==> src/rtl/bsg_dmc_ui_mport.sv <==
// Multi-port round-robin front end onto the DMC app_* command / write-data / read-return channels.
// Latency: grant (port_ready_o) in the IDLE cycle a port is eligible, app_en_o the cycle after; read steering is combinational.
// Backpressure: app_rdy_i holds the command, app_wdf_rdy_i stalls write beats, reads are refused while the outstanding FIFO is full.
//
// Ports: ui_clk_i/ui_reset_n_i (async active-low assert; deassertion expected synchronous to ui_clk_i),
// per-port command (port_v_i/cmd/addr -> port_ready_o), per-port write beats (port_wdata_* -> port_wdata_ready_o),
// one-hot read steering (port_rdata_v_o + broadcast data/last), app_* controller side, occupancy and sticky error.
module bsg_dmc_ui_mport #(
    parameter int num_ports_p     = 4,
    parameter int ui_addr_width_p = 28,
    parameter int ui_data_width_p = 64,
    parameter int burst_len_p     = 2,
    parameter int rd_fifo_depth_p = 8
) (
    input  logic                                          ui_clk_i,
    input  logic                                          ui_reset_n_i,
    input  logic [num_ports_p-1:0]                        port_v_i,
    input  logic [3*num_ports_p-1:0]                      port_cmd_i,
    input  logic [ui_addr_width_p*num_ports_p-1:0]        port_addr_i,
    output logic [num_ports_p-1:0]                        port_ready_o,
    input  logic [num_ports_p-1:0]                        port_wdata_v_i,
    input  logic [ui_data_width_p*num_ports_p-1:0]        port_wdata_i,
    input  logic [(ui_data_width_p>>3)*num_ports_p-1:0]   port_wmask_i,
    output logic [num_ports_p-1:0]                        port_wdata_ready_o,
    output logic [num_ports_p-1:0]                        port_rdata_v_o,
    output logic [ui_data_width_p-1:0]                    port_rdata_o,
    output logic                                          port_rdata_last_o,
    output logic                                          app_en_o,
    output logic [2:0]                                    app_cmd_o,
    output logic [ui_addr_width_p-1:0]                    app_addr_o,
    input  logic                                          app_rdy_i,
    output logic                                          app_wdf_wren_o,
    output logic [ui_data_width_p-1:0]                    app_wdf_data_o,
    output logic [(ui_data_width_p>>3)-1:0]               app_wdf_mask_o,
    output logic                                          app_wdf_end_o,
    input  logic                                          app_wdf_rdy_i,
    input  logic                                          app_rd_data_valid_i,
    input  logic [ui_data_width_p-1:0]                    app_rd_data_i,
    input  logic                                          app_rd_data_end_i,
    output logic [$clog2(rd_fifo_depth_p+1)-1:0]          rd_outstanding_o,
    output logic                                          rd_err_o
);

    localparam int mask_w = ui_data_width_p >> 3;
    localparam int pid_w  = (num_ports_p > 1) ? $clog2(num_ports_p) : 1;
    localparam int cnt_w  = (burst_len_p > 1) ? $clog2(burst_len_p) : 1;
    localparam int ptr_w  = (rd_fifo_depth_p > 1) ? $clog2(rd_fifo_depth_p) : 1;
    localparam int occ_w  = $clog2(rd_fifo_depth_p + 1);

    typedef enum logic [1:0] {IDLE, CMD, WDATA} state_e;

    state_e                     state_q, state_d;
    logic [pid_w-1:0]           rr_q, gnt_q, gnt_idx;
    logic                       wr_q;
    logic [ui_addr_width_p-1:0] addr_q;
    logic [cnt_w-1:0]           beat_q;
    logic [pid_w-1:0]           fifo_mem [rd_fifo_depth_p];
    logic [ptr_w-1:0]           rd_ptr_q, wr_ptr_q;
    logic [occ_w-1:0]           count_q;
    logic                       rd_err_q;

    logic [num_ports_p-1:0]     elig;
    logic                       found, grant, push, pop, beat_acc, beat_last;
    logic                       fifo_full, fifo_empty;

    function automatic logic [ptr_w-1:0] ptr_inc(input logic [ptr_w-1:0] p);
        return (p == ptr_w'(rd_fifo_depth_p - 1)) ? '0 : p + ptr_w'(1);
    endfunction

    assign fifo_full  = (count_q == occ_w'(rd_fifo_depth_p));
    assign fifo_empty = (count_q == '0);
    assign beat_last  = (beat_q == cnt_w'(burst_len_p - 1));

    // Any encoding other than WRITE (0) is a read and needs a free FIFO slot.
    always_comb begin
        elig = '0;
        for (int k = 0; k < num_ports_p; k++) begin
            elig[k] = port_v_i[k] && ((port_cmd_i[3*k +: 3] == 3'd0) || !fifo_full);
        end
    end

    // First eligible port at or after the round-robin pointer, wrapping.
    always_comb begin
        found   = 1'b0;
        gnt_idx = '0;
        for (int i = 0; i < num_ports_p; i++) begin
            if (!found && elig[(int'(rr_q) + i) % num_ports_p]) begin
                found   = 1'b1;
                gnt_idx = pid_w'((int'(rr_q) + i) % num_ports_p);
            end
        end
    end

    always_comb begin
        state_d            = state_q;
        grant              = 1'b0;
        push               = 1'b0;
        beat_acc           = 1'b0;
        port_ready_o       = '0;
        port_wdata_ready_o = '0;
        app_en_o           = 1'b0;
        app_wdf_wren_o     = 1'b0;
        app_wdf_data_o     = '0;
        app_wdf_mask_o     = '0;
        app_wdf_end_o      = 1'b0;
        case (state_q)
            IDLE: begin
                // Gated by reset so the combinational ready is quiet while held in reset.
                if (found && ui_reset_n_i) begin
                    grant                 = 1'b1;
                    port_ready_o[gnt_idx] = 1'b1;
                    state_d               = CMD;
                end
            end
            CMD: begin
                app_en_o = 1'b1;
                if (app_rdy_i) begin
                    if (wr_q) begin
                        state_d = WDATA;
                    end else begin
                        push    = 1'b1;
                        state_d = IDLE;
                    end
                end
            end
            WDATA: begin
                app_wdf_wren_o            = port_wdata_v_i[gnt_q];
                app_wdf_data_o            = port_wdata_i[gnt_q*ui_data_width_p +: ui_data_width_p];
                app_wdf_mask_o            = port_wmask_i[gnt_q*mask_w +: mask_w];
                app_wdf_end_o             = beat_last;
                port_wdata_ready_o[gnt_q] = app_wdf_rdy_i;
                beat_acc                  = port_wdata_v_i[gnt_q] && app_wdf_rdy_i;
                if (beat_acc && beat_last) state_d = IDLE;
            end
            default: state_d = IDLE;
        endcase
    end

    // Read return: head of the FIFO owns every beat; a beat with nothing outstanding is dropped.
    assign pop = app_rd_data_valid_i && app_rd_data_end_i && !fifo_empty;

    always_comb begin
        port_rdata_v_o = '0;
        if (app_rd_data_valid_i && !fifo_empty) port_rdata_v_o[fifo_mem[rd_ptr_q]] = 1'b1;
    end

    assign port_rdata_o      = ui_reset_n_i ? app_rd_data_i : '0;
    assign port_rdata_last_o = ui_reset_n_i && app_rd_data_end_i;
    assign app_cmd_o         = wr_q ? 3'd0 : 3'd1;
    assign app_addr_o        = addr_q;
    assign rd_outstanding_o  = count_q;
    assign rd_err_o          = rd_err_q;

    always_ff @(posedge ui_clk_i or negedge ui_reset_n_i) begin
        if (!ui_reset_n_i) begin
            state_q  <= IDLE;
            rr_q     <= '0;
            gnt_q    <= '0;
            wr_q     <= 1'b0;
            addr_q   <= '0;
            beat_q   <= '0;
            rd_ptr_q <= '0;
            wr_ptr_q <= '0;
            count_q  <= '0;
            rd_err_q <= 1'b0;
        end else begin
            state_q <= state_d;
            if (grant) begin
                rr_q   <= (gnt_idx == pid_w'(num_ports_p - 1)) ? '0 : gnt_idx + pid_w'(1);
                gnt_q  <= gnt_idx;
                wr_q   <= (port_cmd_i[3*gnt_idx +: 3] == 3'd0);
                addr_q <= port_addr_i[gnt_idx*ui_addr_width_p +: ui_addr_width_p];
            end
            if (state_q == CMD && app_rdy_i && wr_q) begin
                beat_q <= '0;
            end else if (beat_acc) begin
                beat_q <= beat_last ? '0 : beat_q + cnt_w'(1);
            end
            if (push) wr_ptr_q <= ptr_inc(wr_ptr_q);
            if (pop)  rd_ptr_q <= ptr_inc(rd_ptr_q);
            if (push && !pop) begin
                count_q <= count_q + occ_w'(1);
            end else if (pop && !push) begin
                count_q <= count_q - occ_w'(1);
            end
            if (app_rd_data_valid_i && fifo_empty) rd_err_q <= 1'b1;
        end
    end

    // Storage needs no reset: only entries between the pointers are ever read.
    always_ff @(posedge ui_clk_i) begin
        if (push) fifo_mem[wr_ptr_q] <= gnt_q;
    end

endmodule

==> config.mk <==
export PLATFORM = sky130hd
export DESIGN_NAME = bsg_dmc_ui_mport
export DESIGN_NICKNAME = d
export VERILOG_FILES = /design/src/rtl/bsg_dmc_ui_mport.sv
export SDC_FILE = /design/constraint.sdc
export NUM_CORES = 1
export LEC_CHECK = 0
export CORE_AREA = 8 8 256 258
export DETAILED_ROUTE_END_ITERATION = 6
export DIE_AREA = 0 0 264 266
export SLEW_MARGIN = 20
export SYNTH_ARGS = -nofsm -noshare
export SYNTH_HDL_FRONTEND = slang
export SYNTH_SLANG_ARGS = --single-unit
==> constraint.sdc <==
create_clock -name ui_clk_i -period 3.7 [get_ports ui_clk_i]
set_input_delay 1.11 -clock ui_clk_i [delete_from_list [all_inputs] [get_ports ui_clk_i]]
set_output_delay 1.11 -clock ui_clk_i [all_outputs]
set_load 0.01 [all_outputs]
==> impl_metrics.prom, run 1 <==
# TYPE chip_impl_metric gauge
chip_impl_info{name="run_status",value="complete, but fails checks"} 1
chip_impl_info{name="violations_in_the_final_reports",value="negative setup slack"} 1
chip_impl_info{name="crit_chain",value="buf_6 > nor3_4 > buf_6 > o21ai_4 > and2_4 > a311oi_2 > buf_4 > buf_6 > inv_6 > ha_4 > and2_4 > buf_6"} 1
chip_impl_metric{name="detail_route.iter0.violations",unit=""} 200
chip_impl_metric{name="seq_power_share",unit="%"} 18.2
chip_impl_info{name="ys_top_cells_by_area",value="sky130_fd_sc_hd__mux4_2, sky130_fd_sc_hd__dfrtp_1, sky130_fd_sc_hd__and2_1, sky130_fd_sc_hd__mux2i_1, sky130_fd_sc_hd__edfxtp_1"} 1
chip_impl_metric{name="worstPathMaxFanout",unit=""} 3
chip_impl_metric{name="hpwlAfterDp",unit="µm"} 38500
chip_impl_metric{name="critical-path-max-stage-delay",unit="ns"} 0.25
chip_impl_metric{name="route.antenna.remaining_nets",unit=""} 0
chip_impl_info{name="crit-reg2reg-launch",value="rd_outstanding_o[0]$_DFFE_PN0P_"} 1
chip_impl_metric{name="ys_seq_area_share",unit="%"} 24.8
chip_impl_metric{name="power_leakage",unit="nW"} 5.96
chip_impl_metric{name="clock_sink_count",unit=""} 63
chip_impl_metric{name="dr.pass1.iters",unit=""} 4
chip_impl_metric{name="max_slew_margin",unit="%"} 64.2
chip_impl_info{name="end_kind",value="output port"} 1
chip_impl_metric{name="setup_slack",unit="ns"} -0.141
chip_impl_metric{name="power.share.switching",unit="%"} 40.0
chip_impl_metric{name="setup_total_negative_slack",unit="ns"} -0.452
chip_impl_metric{name="pins_over_slew_limit",unit=""} 0
chip_impl_metric{name="dieArea",unit="µm²"} 70200
chip_impl_metric{name="final_net_count",unit=""} 1786
chip_impl_metric{name="first_global_vias",unit=""} 8983
chip_impl_metric{name="clock.fmax",unit="MHz"} 260
chip_impl_metric{name="grt_start_max_net_pins",unit=""} 78
chip_impl_metric{name="power_density",unit="nW/µm²"} 471
chip_impl_metric{name="grt_antenna_before_repair",unit=""} 10
chip_impl_info{name="synth_top_cell_by_area",value="sky130_fd_sc_hd__mux4_2"} 1
chip_impl_info{name="timing.setup.critical_path_class",value="in -> out"} 1
chip_impl_metric{name="net-switching-power",unit="mW"} 2.80
chip_impl_metric{name="pwr-share-clk",unit="%"} 11.9
chip_impl_metric{name="die_width",unit="µm"} 264
chip_impl_info{name="ys_dominant_reg_cell",value="sky130_fd_sc_hd__dfrtp_1"} 1
chip_impl_metric{name="timing_hold_violations_final",unit=""} 0
chip_impl_metric{name="initial_core_util",unit="%"} 10.9
chip_impl_metric{name="use_met2",unit="%"} 20.8
chip_impl_metric{name="drt-wirelength-per-cell",unit="µm"} 21.1
chip_impl_metric{name="row_cnt",unit=""} 91
chip_impl_metric{name="cts.clk_slew.worst_paths",unit="ns"} 0.06
chip_impl_metric{name="finish.utilization",unit="%"} 24.3
chip_impl_metric{name="port_buffers",unit=""} 675
chip_impl_metric{name="detail_route.vias_per_cell",unit=""} 3.79
chip_impl_metric{name="coreArea",unit="µm²"} 61300
chip_impl_metric{name="p_int",unit="mW"} 4.20
chip_impl_info{name="critPathTopFamily",value="buffers and inverters"} 1
chip_impl_metric{name="grt_use_met3",unit="%"} 5.43
chip_impl_metric{name="drt_drc_violations_left",unit=""} 0
chip_impl_metric{name="worstRegToRegCells",unit=""} 8
chip_impl_metric{name="r2r_slack",unit="ns"} 0.84
chip_impl_metric{name="final_period_utilization",unit="%"} 104
chip_impl_info{name="synth.most_common_cell",value="sky130_fd_sc_hd__and2_1"} 1
chip_impl_metric{name="cp.arrival",unit="ns"} 2.73
chip_impl_metric{name="area_growth",unit="%"} 123
chip_impl_metric{name="worst_hold_path.num_cells",unit=""} 1
chip_impl_info{name="rsz0062_at_grt",value="true"} 1
chip_impl_metric{name="instances_no_fill",unit=""} 2084
chip_impl_metric{name="vias",unit=""} 7905
chip_impl_metric{name="synth.lib_cells_used.distinct",unit=""} 51
chip_impl_info{name="hold_path_class",value="reg -> reg"} 1
chip_impl_metric{name="routabilityCongestion",unit=""} 0.919
chip_impl_metric{name="buf_inv_on_cp",unit=""} 6
chip_impl_metric{name="dpl_cell_area",unit="µm²"} 14500
chip_impl_metric{name="groute.usage.overall",unit="%"} 11.8
chip_impl_metric{name="final-setup-viol-count",unit=""} 4
chip_impl_info{name="crit-reg2reg-capture",value="app_addr_o[14]$_DFFE_PN0P_"} 1
chip_impl_metric{name="numCtsBuffers",unit=""} 9
chip_impl_info{name="global_route_hottest_layer",value="met2"} 1
chip_impl_info{name="synth.top_cells.by_count",value="sky130_fd_sc_hd__and2_1, sky130_fd_sc_hd__mux4_2, sky130_fd_sc_hd__mux2i_1"} 1
chip_impl_info{name="holdCritStartpoint",value="rd_err_o$_DFFE_PN0P_"} 1
chip_impl_info{name="tritoncts",value="done"} 1
chip_impl_metric{name="clock_tree.htree_level_count",unit=""} 3
chip_impl_metric{name="placed_cells_incl_taps",unit=""} 2057
chip_impl_metric{name="synthesis.area",unit="µm²"} 6680
chip_impl_metric{name="power.share.combinational",unit="%"} 69.9
chip_impl_metric{name="vdd.ir_drop.worst",unit="V"} 0.000212
chip_impl_metric{name="post_cts_hold_buffer_count",unit=""} 0
chip_impl_metric{name="layout-drive-gt1-share",unit="%"} 16.1
chip_impl_metric{name="postLayoutCellArea",unit="µm²"} 14900
chip_impl_metric{name="grt_first_pass_wirelength",unit="µm"} 61500
chip_impl_metric{name="tightest_slew",unit="ns"} 0.537
chip_impl_metric{name="clock_insertion_delay_worst_skew",unit="ns"} 0.35
chip_impl_metric{name="ys.warnings.count",unit=""} 0
chip_impl_metric{name="io-pin-count",unit=""} 678
chip_impl_metric{name="floorplan.die.height",unit="µm"} 266
chip_impl_metric{name="cts_buffer_depth",unit=""} 2
chip_impl_info{name="startpoint_type",value="primary input"} 1
chip_impl_info{name="cell_with_the_largest_stage_delay_on_the_worst_path",value="sky130_fd_sc_hd__a311oi_2"} 1
chip_impl_metric{name="groute.layer.met1.usage",unit="%"} 12.5
chip_impl_metric{name="globalRouteOverflowTotal",unit=""} 0
chip_impl_metric{name="routed_wirelength",unit="µm"} 44100
chip_impl_metric{name="synth_top_area_share",unit="%"} 26.0
chip_impl_info{name="worstHoldEndpoint",value="rd_err_o$_DFFE_PN0P_"} 1
chip_impl_metric{name="synth-edff-count",unit=""} 16
chip_impl_info{name="cts_root_buf",value="sky130_fd_sc_hd__clkbuf_16"} 1
chip_impl_metric{name="synth-async-reset-ratio",unit="%"} 74.6
chip_impl_info{name="cp_common_cell",value="sky130_fd_sc_hd__buf_6"} 1
chip_impl_metric{name="pre_cts_ws",unit="ns"} -0.920
chip_impl_metric{name="timing.max_cap.violations",unit=""} 0
chip_impl_metric{name="synthesis.instances",unit=""} 605
chip_impl_metric{name="synth.avg_cell_area",unit="µm²"} 11.0
chip_impl_metric{name="cp_data_required_time",unit="ns"} 2.59
chip_impl_metric{name="period_minus_slack",unit="ns"} 3.84
chip_impl_metric{name="timing.clock.skew",unit="ns"} 0.00961
chip_impl_metric{name="synthesis_stage_register_bit_count",unit=""} 63
[state kept, by name, summed over array words and instances (netlist names), 2 cells and up]
signal / flops
rd_outstanding_o: 4
wr_ptr_q: 3
fifo_mem: 16
state_q: 2
app_addr_o: 28
rd_ptr_q: 3
gnt_q: 2
rr_q: 2
[power groups by stage]
| stage | Combinational (mW) | Sequential [mW] | Clock (mW) |
|---|---|---|---|
| floorplan | 2.76 | 1.28 | 0 |
| detailed placement | 4.95 | 1.29 | 0 |
| finish | 4.89 | 1.27 | 0.832 |
| CTS | 4.99 | 1.28 | 0.893 |
| global placement | 4.88 | 1.27 | 0 |
| global route | 5.32 | 1.32 | 0.920 |
[placed cells by master (no fill, tap or decap), drive strengths merged, types with 2 or more instances in the layout]
master	synthesis	routed
dlygate4sd2	0	73
o22ai	2	2
dlymetal6s2s	0	5
and3	2	2
diode	0	5
nand3	3	3
nor2b	3	3
nand2b	32	32
buf	33	60
mux2i	59	59
or3	2	2
mux2	7	7
o211ai	2	2
clkdlybuf4s50	0	576
conb	1	2
clkdlybuf4s15	0	6
xnor2	3	3
o21ai	9	9
edfxtp	16	16
a21o	3	3
nor3	9	9
ha	11	11
a21bo	2	2
clkinv	0	3
nor2	18	18
clkbuf	25	14
a21oi	2	2
dfrtp	47	47
xor2	2	2
o221ai	29	29
nand2	45	45
mux4	77	77
inv	7	10
and2	144	144
[per-stage QoR]
| step | power, mW | hold WS [ns] |
|---|---|---|
| floorplan | 4.04 | 0.487 |
| global placement | 6.16 | 0.465 |
| detailed placement | 6.24 | 0.475 |
| CTS | 7.17 | 0.494 |
| global route | 7.56 | 0.514 |
| finish | 7.00 | 0.488 |
[worst max-delay path by stage]
stage                                               start         endpoint  slack [ns]  cells after the start
after CTS                 rd_outstanding_o[1]$_DFFE_PN0P_  port_ready_o[1]       -0.18                     11
after global routing      rd_outstanding_o[0]$_DFFE_PN0P_  port_ready_o[1]       -0.22                     10
after floorplan                             port_cmd_i[2]  port_ready_o[3]        0.12                      9
after detailed placement                    port_cmd_i[2]  port_ready_o[1]       -0.92                      9
after global placement                      port_cmd_i[8]  port_ready_o[1]       -0.85                     11
final                                       port_cmd_i[8]  port_ready_o[1]       -0.14                     12
[cell families (layout without fill, tap and decap cells)]
group | count (synthesis) | after routing | share of synthesized area (%)
AO/OA/AOI/OAI | 55 | 55 | 7.81
AND/OR/NAND/NOR | 261 | 261 | 22.3
other | 1 | 7 | 0.0562
adder cells (fa/ha/maj) | 12 | 12 | 2.36
flip-flops | 63 | 63 | 24.8
multiplexers | 143 | 143 | 36.0
buffers and inverters | 65 | 748 | 6.03
XOR/XNOR | 5 | 5 | 0.656
[timing repair]
action	in CTS	in global routing
gates resized for setup	141	29
cloned	0	0
setup buffers	7	1
endpoints found under the setup margin	78	11
endpoints found under the hold margin	0	0
pin swaps	15	10
[cell type report]
| cell class | count | area [µm²] |
|---|---|---|
| fillers | 6575 | 46400 |
| repair buffers | 725 | 7130 |
| multi-input cells | 478 | 4750 |
| flip-flops and latches | 63 | 1660 |
| well taps | 790 | 988 |
| clock buffers | 9 | 225 |
| clock inverters | 7 | 56.3 |
| inverters | 7 | 33.8 |
| diodes | 5 | 12.5 |
[metal layers]
metal / up-vias / part of all wire [%] / wire length, µm
li1: 3607 / - / -
met1: 3749 / 36 / 15900
met2: 474 / 49 / 21700
met3: 65 / 12 / 5120
met4: 10 / 2.9 / 1290
met5: - / 0.13 / 59
[worst register-to-register path, stage by stage (launching register included)]
cell	delay, ns
sky130_fd_sc_hd__dfrtp_1	0.38
sky130_fd_sc_hd__or4b_4	0.61
sky130_fd_sc_hd__o21a_1	0.26
sky130_fd_sc_hd__o211a_1	0.24
sky130_fd_sc_hd__a21bo_4	0.25
sky130_fd_sc_hd__buf_4	0.17
sky130_fd_sc_hd__buf_4	0.33
sky130_fd_sc_hd__mux2i_1	0.34
sky130_fd_sc_hd__o221ai_2	0.14
No activity file was read; power rests on OpenSTA's default activity.
==> run 2, diff against run 1 <==
--- a/config.mk
+++ b/config.mk
@@ -5,9 +5,9 @@
 export SDC_FILE = /design/constraint.sdc
 export NUM_CORES = 1
 export LEC_CHECK = 0
-export CORE_AREA = 8 8 256 258
+export CORE_AREA = 2 2 265 267
 export DETAILED_ROUTE_END_ITERATION = 6
-export DIE_AREA = 0 0 264 266
+export DIE_AREA = 0 0 267 269
 export SLEW_MARGIN = 20
 export SYNTH_ARGS = -nofsm -noshare
 export SYNTH_HDL_FRONTEND = slang
==> run 2 against run 1 <==
  * The run still ends with negative setup slack left
  * Fmax down 0.91%
  * First-iteration DRC count up 16%
  * Worst setup slack lost 0.035 ns
  * Largest power group unchanged
==> impl_metrics.prom, run 2 (synthesized netlist as in run 1, its figures left out) <==
# TYPE chip_impl_metric gauge
chip_impl_info{name="run_status",value="complete, but fails checks"} 1
chip_impl_info{name="violations_in_the_final_reports",value="negative setup slack"} 1
chip_impl_metric{name="grt_start_max_net_pins",unit=""} 67
chip_impl_info{name="rsz0062_at_grt",value="true"} 1
chip_impl_metric{name="worstPathMaxFanout",unit=""} 3
chip_impl_metric{name="cp_data_required_time",unit="ns"} 2.59
chip_impl_metric{name="placed_cells_incl_taps",unit=""} 2209
chip_impl_metric{name="num-fill-cells",unit=""} 7455
chip_impl_metric{name="dieArea",unit="µm²"} 71800
chip_impl_metric{name="groute.usage.overall",unit="%"} 11.0
chip_impl_info{name="commonest_non_fill_non_tap_cell_in_the_layout",value="sky130_fd_sc_hd__clkdlybuf4s50_1"} 1
chip_impl_metric{name="row_cnt",unit=""} 97
chip_impl_metric{name="layout-drive-gt1-share",unit="%"} 16.3
chip_impl_metric{name="fin_total_pwr",unit="mW"} 7.05
chip_impl_metric{name="cts.clk_slew.worst_paths",unit="ns"} 0.06
chip_impl_info{name="end_kind",value="output port"} 1
chip_impl_metric{name="grt_antenna_before_repair",unit=""} 16
chip_impl_metric{name="critical-path-max-stage-delay",unit="ns"} 0.27
chip_impl_metric{name="route.antenna.remaining_nets",unit=""} 0
chip_impl_metric{name="drt-wirelength-per-cell",unit="µm"} 18.5
chip_impl_metric{name="timing.clock.skew",unit="ns"} 0.0109
chip_impl_metric{name="routed_wirelength",unit="µm"} 41400
chip_impl_metric{name="post_cts_hold_buffer_count",unit=""} 0
chip_impl_metric{name="max_slew_margin",unit="%"} 60.1
chip_impl_info{name="cell_with_the_largest_stage_delay_on_the_worst_path",value="sky130_fd_sc_hd__a311oi_2"} 1
chip_impl_metric{name="setup_slack",unit="ns"} -0.176
chip_impl_metric{name="area_growth",unit="%"} 127
chip_impl_metric{name="clock.fmax",unit="MHz"} 258
chip_impl_metric{name="initial_core_util",unit="%"} 9.63
chip_impl_metric{name="cts_buffer_depth",unit=""} 2
chip_impl_metric{name="first_global_vias",unit=""} 8647
chip_impl_metric{name="floorplan.die.height",unit="µm"} 269
chip_impl_metric{name="clock_sink_count",unit=""} 63
chip_impl_metric{name="globalRouteOverflowTotal",unit=""} 0
chip_impl_info{name="tritoncts",value="done"} 1
chip_impl_metric{name="grt_first_pass_wirelength",unit="µm"} 56800
chip_impl_metric{name="hpwlAfterDp",unit="µm"} 35300
chip_impl_metric{name="clock_insertion_delay_worst_skew",unit="ns"} 0.35
chip_impl_metric{name="final_net_count",unit=""} 1795
chip_impl_metric{name="final_period_utilization",unit="%"} 105
chip_impl_metric{name="whs",unit="ns"} 0.480
chip_impl_info{name="startpoint_type",value="primary input"} 1
chip_impl_metric{name="vdd.ir_drop.worst",unit="V"} 0.000346
chip_impl_metric{name="vias",unit=""} 7993
chip_impl_metric{name="numCtsBuffers",unit=""} 9
chip_impl_metric{name="die_width",unit="µm"} 267
chip_impl_metric{name="port_buffers",unit=""} 675
chip_impl_metric{name="dpl_cell_area",unit="µm²"} 14700
chip_impl_metric{name="detail_route.vias_per_cell",unit=""} 3.56
chip_impl_metric{name="period_minus_slack",unit="ns"} 3.88
chip_impl_info{name="cts_root_buf",value="sky130_fd_sc_hd__clkbuf_16"} 1
chip_impl_metric{name="dr.pass1.iters",unit=""} 4
chip_impl_metric{name="power_density",unit="nW/µm²"} 466
chip_impl_metric{name="largest_register_ffs",unit=""} 28
chip_impl_metric{name="timing_hold_violations_final",unit=""} 0
chip_impl_metric{name="final-setup-viol-count",unit=""} 4
chip_impl_metric{name="clock_tree.htree_level_count",unit=""} 3
chip_impl_metric{name="detail_route.iter0.violations",unit=""} 232
chip_impl_info{name="timing.setup.critical_path_class",value="in -> out"} 1
chip_impl_info{name="hold_path_class",value="reg -> reg"} 1
chip_impl_metric{name="drt_drc_violations_left",unit=""} 0
chip_impl_metric{name="postLayoutCellArea",unit="µm²"} 15100
chip_impl_metric{name="pins_over_slew_limit",unit=""} 0
chip_impl_metric{name="power_leakage",unit="nW"} 5.98
chip_impl_metric{name="coreArea",unit="µm²"} 69300
chip_impl_info{name="top_library_cells_by_usage_in_the_layout_fill_and_taps_aside",value="sky130_fd_sc_hd__clkdlybuf4s50_1, sky130_fd_sc_hd__and2_1, sky130_fd_sc_hd__dlygate4sd2_1"} 1
chip_impl_metric{name="timing.max_cap.violations",unit=""} 0
chip_impl_metric{name="instances_no_fill",unit=""} 2245
chip_impl_info{name="crit_chain",value="buf_2 > nor3_2 > buf_4 > o21ai_2 > and2_4 > a311oi_2 > buf_4 > buf_6 > inv_6 > ha_4 > and2_4 > buf_6"} 1
chip_impl_metric{name="cp.arrival",unit="ns"} 2.77
chip_impl_metric{name="io-pin-count",unit=""} 678
chip_impl_metric{name="routabilityCongestion",unit=""} 0.936
chip_impl_metric{name="tightest_slew",unit="ns"} 0.599
## run 2: cell type report
cell class | count | area [µm²] | area share, %
timing repair buffer | 734 | 7220 | 47.7
multi-input combinational | 478 | 4730 | 31.3
sequential | 63 | 1660 | 11.0
tap | 940 | 1180 | 7.77
clock buffer | 9 | 225 | 1.49
clock inverter | 7 | 56.3 | 0.372
inverter | 7 | 33.8 | 0.223
antenna | 7 | 17.5 | 0.116
## run 2: per-stage QoR
stage	setup WS [ns]	TNS, ns	utilization (%)
3_5_place_dp	-1.04	-12.99	21.2
2_1_floorplan	0.122	0	-
5_1_grt	-0.273	-1.02	21.8
4_1_cts	-0.175	-0.602	21.7
3_3_place_gp	-0.993	-11.89	21.2
6_report	-0.176	-0.618	21.8
## run 2: metal layers
metal  vias to the layer above  track usage, %  part of all wire (%)  wire length, µm
met2                       448            19.6                    50            20600
met4                        12            2.93                   2.1              885
met3                        48            3.50                   9.1             3780
li1                       3623               -                     -                -
met5                         -               0                  0.19               77
met1                      3862            12.6                    39            16000
## run 2: repair_timing
item / CTS / global route
setup buffers: 13 / 0
gates resized for setup: 161 / 10
endpoints found under the setup margin: 81 / 5
cloned: 0 / 0
pin swaps: 11 / 5
## run 2: final timing paths
kind / cells after the start / slack (ns) / start / end
max reg2reg: 9 / 0.76 / rd_outstanding_o[0]$_DFFE_PN0P_ / wr_q$_DFFE_PN0P_
min in group asynchronous: 1 / 0.56 / ui_reset_n_i / gnt_q[1]$_DFFE_PN0P_
max: 12 / -0.18 / port_cmd_i[11] / port_ready_o[1]
max in group asynchronous: 3 / 2.30 / ui_reset_n_i / wr_q$_DFFE_PN0P_
min reg2reg: 1 / 0.48 / rd_err_o$_DFFE_PN0P_ / rd_err_o$_DFFE_PN0P_
min: 1 / 0.48 / rd_err_o$_DFFE_PN0P_ / rd_err_o$_DFFE_PN0P_
## run 2: power breakdown
part           leakage [nW]  total (mW)  switching (mW)  internal [mW]
Sequential            0.719        1.31           0.293           1.01
Combinational          5.13        4.89            2.14           2.75
Clock                 0.137       0.847           0.384          0.462
## run 2: critical path, delay by kind of cell
family | cells | cell delay (ns)
adders and majority gates | 1 | 0.14
buffers and inverters | 6 | 0.72
and+or+nand+nor | 3 | 0.46
AOI/OAI and AO/OA | 2 | 0.34
